--- src/rtl/uart_pkg.sv ---
// Shared types and timing constants for the UART receive path.
// BIT_PERIOD and FRAME_BITS describe the shift timer's frame timing.
package uart_pkg;

    localparam int BIT_PERIOD = 10;
    localparam int FRAME_BITS = 9;

    typedef enum logic [2:0] {
        IDLE     = 3'd0,
        VERIFY   = 3'd1,
        CLEAR    = 3'd2,
        RECV     = 3'd3,
        STOP_CHK = 3'd4,
        LOAD     = 3'd5,
        FERR     = 3'd6
    } rx_state_t;

endpackage

--- src/rtl/uart_rx_ctrl_if.sv ---
// Signals between the receive controller and its neighbours.
// The neighbours are the start detector, shift timer, shift register and rx buffer.
interface uart_rx_ctrl_if #(
    parameter int ERR_W = 8
);
    logic             start_bit_detected;
    logic             serial_in;
    logic             shift_strobe;
    logic             packet_done;
    logic             stop_bit;
    logic             data_ready;
    logic             data_read;
    logic             timer_enable;
    logic             timer_clear;
    logic             load_buffer;
    logic             rx_busy;
    logic             framing_error;
    logic             overrun_error;
    logic [ERR_W-1:0] frame_err_cnt;

    modport master (
        input  start_bit_detected, serial_in, shift_strobe, packet_done,
               stop_bit, data_ready, data_read,
        output timer_enable, timer_clear, load_buffer, rx_busy,
               framing_error, overrun_error, frame_err_cnt
    );

    modport slave (
        output start_bit_detected, serial_in, shift_strobe, packet_done,
               stop_bit, data_ready, data_read,
        input  timer_enable, timer_clear, load_buffer, rx_busy,
               framing_error, overrun_error, frame_err_cnt
    );
endinterface

--- src/rtl/uart_rx_ctrl.sv ---
// UART receive controller: start-bit verification, timer sequencing,
// stop-bit check, buffer load and sticky error reporting.
module uart_rx_ctrl
    import uart_pkg::*;
#(
    parameter int HALF_BIT = 5,
    parameter int ERR_W    = 8
) (
    input  logic           clk,
    input  logic           rst,
    uart_rx_ctrl_if.master bus
);

    localparam int             CNT_W    = $clog2(HALF_BIT + 1);
    localparam logic [CNT_W-1:0] HALF_CNT = CNT_W'(HALF_BIT);

    rx_state_t        r_state;
    logic [CNT_W-1:0] r_half;
    logic             r_ferr;
    logic             r_ovr;
    logic [ERR_W-1:0] r_err_cnt;

    // The timer counts its own strobes; the controller only needs packet_done.
    logic w_unused;
    assign w_unused = bus.shift_strobe;

    always_ff @(posedge clk or posedge rst) begin
        if (rst) begin
            r_state   <= IDLE;
            r_half    <= '0;
            r_ferr    <= 1'b0;
            r_ovr     <= 1'b0;
            r_err_cnt <= '0;
        end else begin
            if ((r_state == LOAD) && bus.data_ready) begin
                r_ovr <= 1'b1;
            end else if (bus.data_read) begin
                r_ovr <= 1'b0;
            end

            case (r_state)
                IDLE: begin
                    if (bus.start_bit_detected) begin
                        r_state <= VERIFY;
                        r_half  <= CNT_W'(1);
                    end
                end
                VERIFY: begin
                    r_half <= r_half + 1'b1;
                    if (r_half == HALF_CNT) begin
                        r_state <= bus.serial_in ? IDLE : CLEAR;
                    end
                end
                CLEAR: begin
                    r_ferr  <= 1'b0;
                    r_state <= RECV;
                end
                RECV: begin
                    if (bus.packet_done) begin
                        r_state <= STOP_CHK;
                    end
                end
                STOP_CHK: begin
                    r_state <= bus.stop_bit ? LOAD : FERR;
                end
                LOAD: begin
                    r_state <= IDLE;
                end
                FERR: begin
                    r_ferr <= 1'b1;
                    if (r_err_cnt != '1) begin
                        r_err_cnt <= r_err_cnt + 1'b1;
                    end
                    r_state <= IDLE;
                end
                default: begin
                    r_state <= IDLE;
                end
            endcase
        end
    end

    assign bus.timer_enable  = (r_state == RECV);
    assign bus.timer_clear   = (r_state == CLEAR);
    assign bus.load_buffer   = (r_state == LOAD);
    assign bus.rx_busy       = (r_state != IDLE);
    assign bus.framing_error = r_ferr;
    assign bus.overrun_error = r_ovr;
    assign bus.frame_err_cnt = r_err_cnt;

endmodule

--- src/flat_wrapper.sv ---
// flat-port wrapper written by rule: the top's interface ports become plain ports
module uart_rx_ctrl_flat import uart_pkg::*;
#(
    parameter int HALF_BIT = 5,
    parameter int ERR_W    = 8
)
  (clk, rst, bus_start_bit_detected, bus_serial_in, bus_shift_strobe, bus_packet_done, bus_stop_bit, bus_data_ready, bus_data_read, bus_timer_enable, bus_timer_clear, bus_load_buffer, bus_rx_busy, bus_framing_error, bus_overrun_error, bus_frame_err_cnt);
  uart_rx_ctrl_if #(.ERR_W(ERR_W)) bus_i ();
  input  logic clk;
  input  logic rst;
  input wire logic [$bits(bus_i.start_bit_detected)-1:0] bus_start_bit_detected;
  input wire logic [$bits(bus_i.serial_in)-1:0] bus_serial_in;
  input wire logic [$bits(bus_i.shift_strobe)-1:0] bus_shift_strobe;
  input wire logic [$bits(bus_i.packet_done)-1:0] bus_packet_done;
  input wire logic [$bits(bus_i.stop_bit)-1:0] bus_stop_bit;
  input wire logic [$bits(bus_i.data_ready)-1:0] bus_data_ready;
  input wire logic [$bits(bus_i.data_read)-1:0] bus_data_read;
  output wire logic [$bits(bus_i.timer_enable)-1:0] bus_timer_enable;
  output wire logic [$bits(bus_i.timer_clear)-1:0] bus_timer_clear;
  output wire logic [$bits(bus_i.load_buffer)-1:0] bus_load_buffer;
  output wire logic [$bits(bus_i.rx_busy)-1:0] bus_rx_busy;
  output wire logic [$bits(bus_i.framing_error)-1:0] bus_framing_error;
  output wire logic [$bits(bus_i.overrun_error)-1:0] bus_overrun_error;
  output wire logic [$bits(bus_i.frame_err_cnt)-1:0] bus_frame_err_cnt;
  assign bus_i.start_bit_detected = bus_start_bit_detected;
  assign bus_i.serial_in = bus_serial_in;
  assign bus_i.shift_strobe = bus_shift_strobe;
  assign bus_i.packet_done = bus_packet_done;
  assign bus_i.stop_bit = bus_stop_bit;
  assign bus_i.data_ready = bus_data_ready;
  assign bus_i.data_read = bus_data_read;
  assign bus_timer_enable = bus_i.timer_enable;
  assign bus_timer_clear = bus_i.timer_clear;
  assign bus_load_buffer = bus_i.load_buffer;
  assign bus_rx_busy = bus_i.rx_busy;
  assign bus_framing_error = bus_i.framing_error;
  assign bus_overrun_error = bus_i.overrun_error;
  assign bus_frame_err_cnt = bus_i.frame_err_cnt;
  uart_rx_ctrl #(.HALF_BIT(HALF_BIT), .ERR_W(ERR_W)) u_core (.clk(clk), .rst(rst), .bus(bus_i));
endmodule
--- config.mk ---
export PLATFORM = sky130hd
export DESIGN_NAME = uart_rx_ctrl_flat
export DESIGN_NICKNAME = d
export VERILOG_FILES = /design/src/rtl/uart_pkg.sv /design/src/rtl/uart_rx_ctrl_if.sv /design/src/rtl/uart_rx_ctrl.sv /design/src/flat_wrapper.sv
export SDC_FILE = /design/constraint.sdc
export NUM_CORES = 1
export LEC_CHECK = 0
export ABC_AREA = 1
export CAP_MARGIN = 20
export CORE_MARGIN = 1
export CORE_UTILIZATION = 45
export CTS_CLUSTER_SIZE = 8
export DETAILED_ROUTE_END_ITERATION = 6
export PLACE_DENSITY = 0.72
export SETUP_SLACK_MARGIN = 0.02
export SLEW_MARGIN = 20
export SYNTH_ARGS = -nofsm -noshare
export SYNTH_HDL_FRONTEND = slang
export SYNTH_SLANG_ARGS = --single-unit
--- constraint.sdc ---
create_clock -name clk -period 1.7 [get_ports clk]
set_clock_uncertainty 0.1 [all_clocks]
set_input_delay 0.17 -clock clk [delete_from_list [all_inputs] [get_ports clk]]
set_output_delay 0.17 -clock clk [all_outputs]
set_load 0.01 [all_outputs]
==> results_dict.tcl <==
set metrics [dict create \
    clockBufferDepth 2 \
    place_ws_ns 0.0602 \
    max_freq_ghz 0.632 \
    grt_pass1_vias 803 \
    num_io_pins 23 \
    die_h_um 46.8 \
    die-area_mm2 0.00219 \
    synth_fa_ha_area_frac 0.0415 \
    finalSetupTns_ns 0 \
    peakVddDrop_v 0.000767 \
    synth_top_area_frac 0.443 \
    yosysWarnings 0 \
    die_width_um 46.8 \
    synth.most_common_cell "nand2_1" \
    placed_area_mm2 0.00116 \
    synth_edf_count 0 \
    r2r_slack_ns 0.23 \
    p_leak_nw 0.572 \
    slew_violations 0 \
    fin_area_mm2 0.00121 \
    synthFlopType "dfrtp_1" \
    synth.area.mux_share 0 \
    grt-ovfl-total 0 \
    syn_nets 127 \
    path_clk_slew_ns 0.09 \
    setup_slack_ns 0.118 \
    route.detailed.drc 0 \
    synth_top_family_by_area "simple AND/OR/NAND/NOR gates" \
    wl_per_cell_um 11.5 \
    crit_family "buffers and inverters" \
    synth_cell_types 25 \
    cts_tree "done" \
    cp.required_ns 1.43 \
    gp_congestion 0.790 \
    fp-row-count 15 \
    criticalPathCategory "reg -> out" \
    avgSynthCellArea_um2 7.87 \
    grt_max_degree 17 \
    synth-seq-cells 16 \
    numCtsBuffers 3 \
    root_buffer "clkbuf_4" \
    clock_sinks 16 \
    fin_crit_ns 1.58 \
    crit_buf_inv 1 \
    synthCells 115 \
    rr_worst_depth 6 \
    critical_path_arrival_ns 1.31 \
    cpPeakStageDelay_ns 0.58 \
    hold_path_class "in -> async" \
    start_util 0.502 \
    ant_nets 0 \
    grtUsageTotal 0.213 \
    status "finished clean" \
    ys_seq_area_frac 0.443 \
    rsz0062_at_grt "false" \
    fin_crit_sh 0.931 \
    worst_path_max_delay_cell "clkdlybuf4s50_1" \
    async_flop_share 1.00 \
    hpwl_um 1450 \
    port_buffers 21 \
    viasPerCell 5.00 \
    h-tree-depth 1 \
    setup_viol 0 \
    slew_headroom 0.815 \
    finalHoldViolations 0 \
    critPathLaunchType "flop" \
    synth-compound-area-share 0.0899 \
    crit_chain "clkdlybuf4s50_1" \
    critical_path.max_fanout 6 \
    antenna_found_initial 0 \
    netlist_area_um2 905 \
    power_density_mw_per_mm2 1170 \
    drt_iter0_drc 15 \
    nets 157 \
    final_layout_size_suffix_gt1_frac 0.153 \
    drt-pass1-iter-count 4 \
    worstReg2RegStart "u_core.bus.frame_err_cnt[0]" \
    r2r-end "u_core.bus.frame_err_cnt[6]" \
    fp.coreArea_mm2 0.00180 \
    synth-simple-area-share 0.306 \
    yosys-top-cells-area "dfrtp_1 44%, nand2_1 14%, inv_1 5.8%" \
    yosys.area.top_type "dfrtp_1" \
    grt_pass1_wl_um 3280 \
    synthTopCellsByCount "34 x nand2_1, 16 x dfrtp_1, 14 x inv_1" \
    area_delta_synth_final_pct 34.0 \
    n_antenna_cell 0 \
    endpoint_kind "primary output" \
    clock_latency_ns 0.28 \
    drt-total-wl_um 1950 \
    synthXorXnorAreaFrac 0.0484 \
    num_vias 845 \
    cap_violations 0 \
    worst_pin_slew_ns 0.277 \
]
-- routing by layer --
layer	GRT usage	vias to the layer above	share of wire
met3	0.0692	2	0.036
li1	-	428	-
met2	0.364	14	0.51
met1	0.267	401	0.45
met4	0.0400	0	0.0051
met5	0	-	0
-- power by group --
part / switching, mW / leakage [nW] / internal, mW / total, mW
Clock: 0.116 / 0.0210 / 0.130 / 0.246
Combinational: 0.321 / 0.341 / 0.291 / 0.612
Sequential: 0.0876 / 0.210 / 0.479 / 0.566
Total: 0.525 / 0.572 / 0.900 / 1.42
-- per-stage QoR --
stage	utilization	hold WS [ns]	power [mW]	cells
detailed placement	0.642	0.398	1.16	162
global placement	0.642	0.388	1.13	162
floorplan	-	-0.0163	0.912	115
finish	0.673	0.109	1.42	169
CTS	0.675	0.113	1.44	169
global route	0.673	0.126	1.54	169
-- worst max-delay path by stage --
stage	from	endpoint	depth (start not counted)
2_1_floorplan	u_core.bus.frame_err_cnt[0]	u_core.bus.frame_err_cnt[3]	5
3_3_place_gp	u_core.r_state[2]	bus_load_buffer	3
3_5_place_dp	u_core.r_state[2]	bus_timer_clear	4
4_1_cts	u_core.r_state[1]	bus_load_buffer	3
5_1_grt	u_core.bus.frame_err_cnt[2]	bus_frame_err_cnt[2]	1
6_report	u_core.bus.frame_err_cnt[2]	bus_frame_err_cnt[2]	1
-- registers in the layout (all words and copies together), names as in the netlist --
name and flops:
u_core.bus.frame_err_cnt 8, u_core.r_half 3, u_core.r_state 3, u_core.bus.framing_error 1, u_core.bus.overrun_error 1
-- area by class of cell --
class | count | area (um2)
Clock buffer | 4 | 36.3
Fill cell | 177 | 589
Inverter | 16 | 62.6
Multi-Input combinational cell | 82 | 439
Sequential cell | 16 | 404
Tap cell | 25 | 31.3
Timing Repair Buffer | 26 | 239
-- layout by cell type, fill, tap and decap left out, drive strengths merged, types with 5 or more instances in the layout --
| master | count |
|---|---|
| nand2 | 36 |
| clkbuf | 5 |
| dfrtp | 16 |
| nand3 | 8 |
| nor2 | 8 |
| clkdlybuf4s50 | 17 |
| buf | 5 |
| inv | 16 |
| o21ai | 8 |
-- kinds of logic (layout without fill, tap and decap cells) --
group / after synthesis / in the layout
AO/OA/AOI/OAI: 14 / 14
XOR/XNOR: 5 / 5
adder cells (fa/ha/maj): 3 / 3
buffers and inverters: 17 / 46
flip-flops: 16 / 16
AND/OR/NAND/NOR: 60 / 60
-- timing repair --
item	in CTS	in global routing
hold buffers	0	0
setup buffers	3	0
endpoints found under the setup margin	4	1
resized for setup	9	2
No activity file was read; power rests on OpenSTA's default activity.
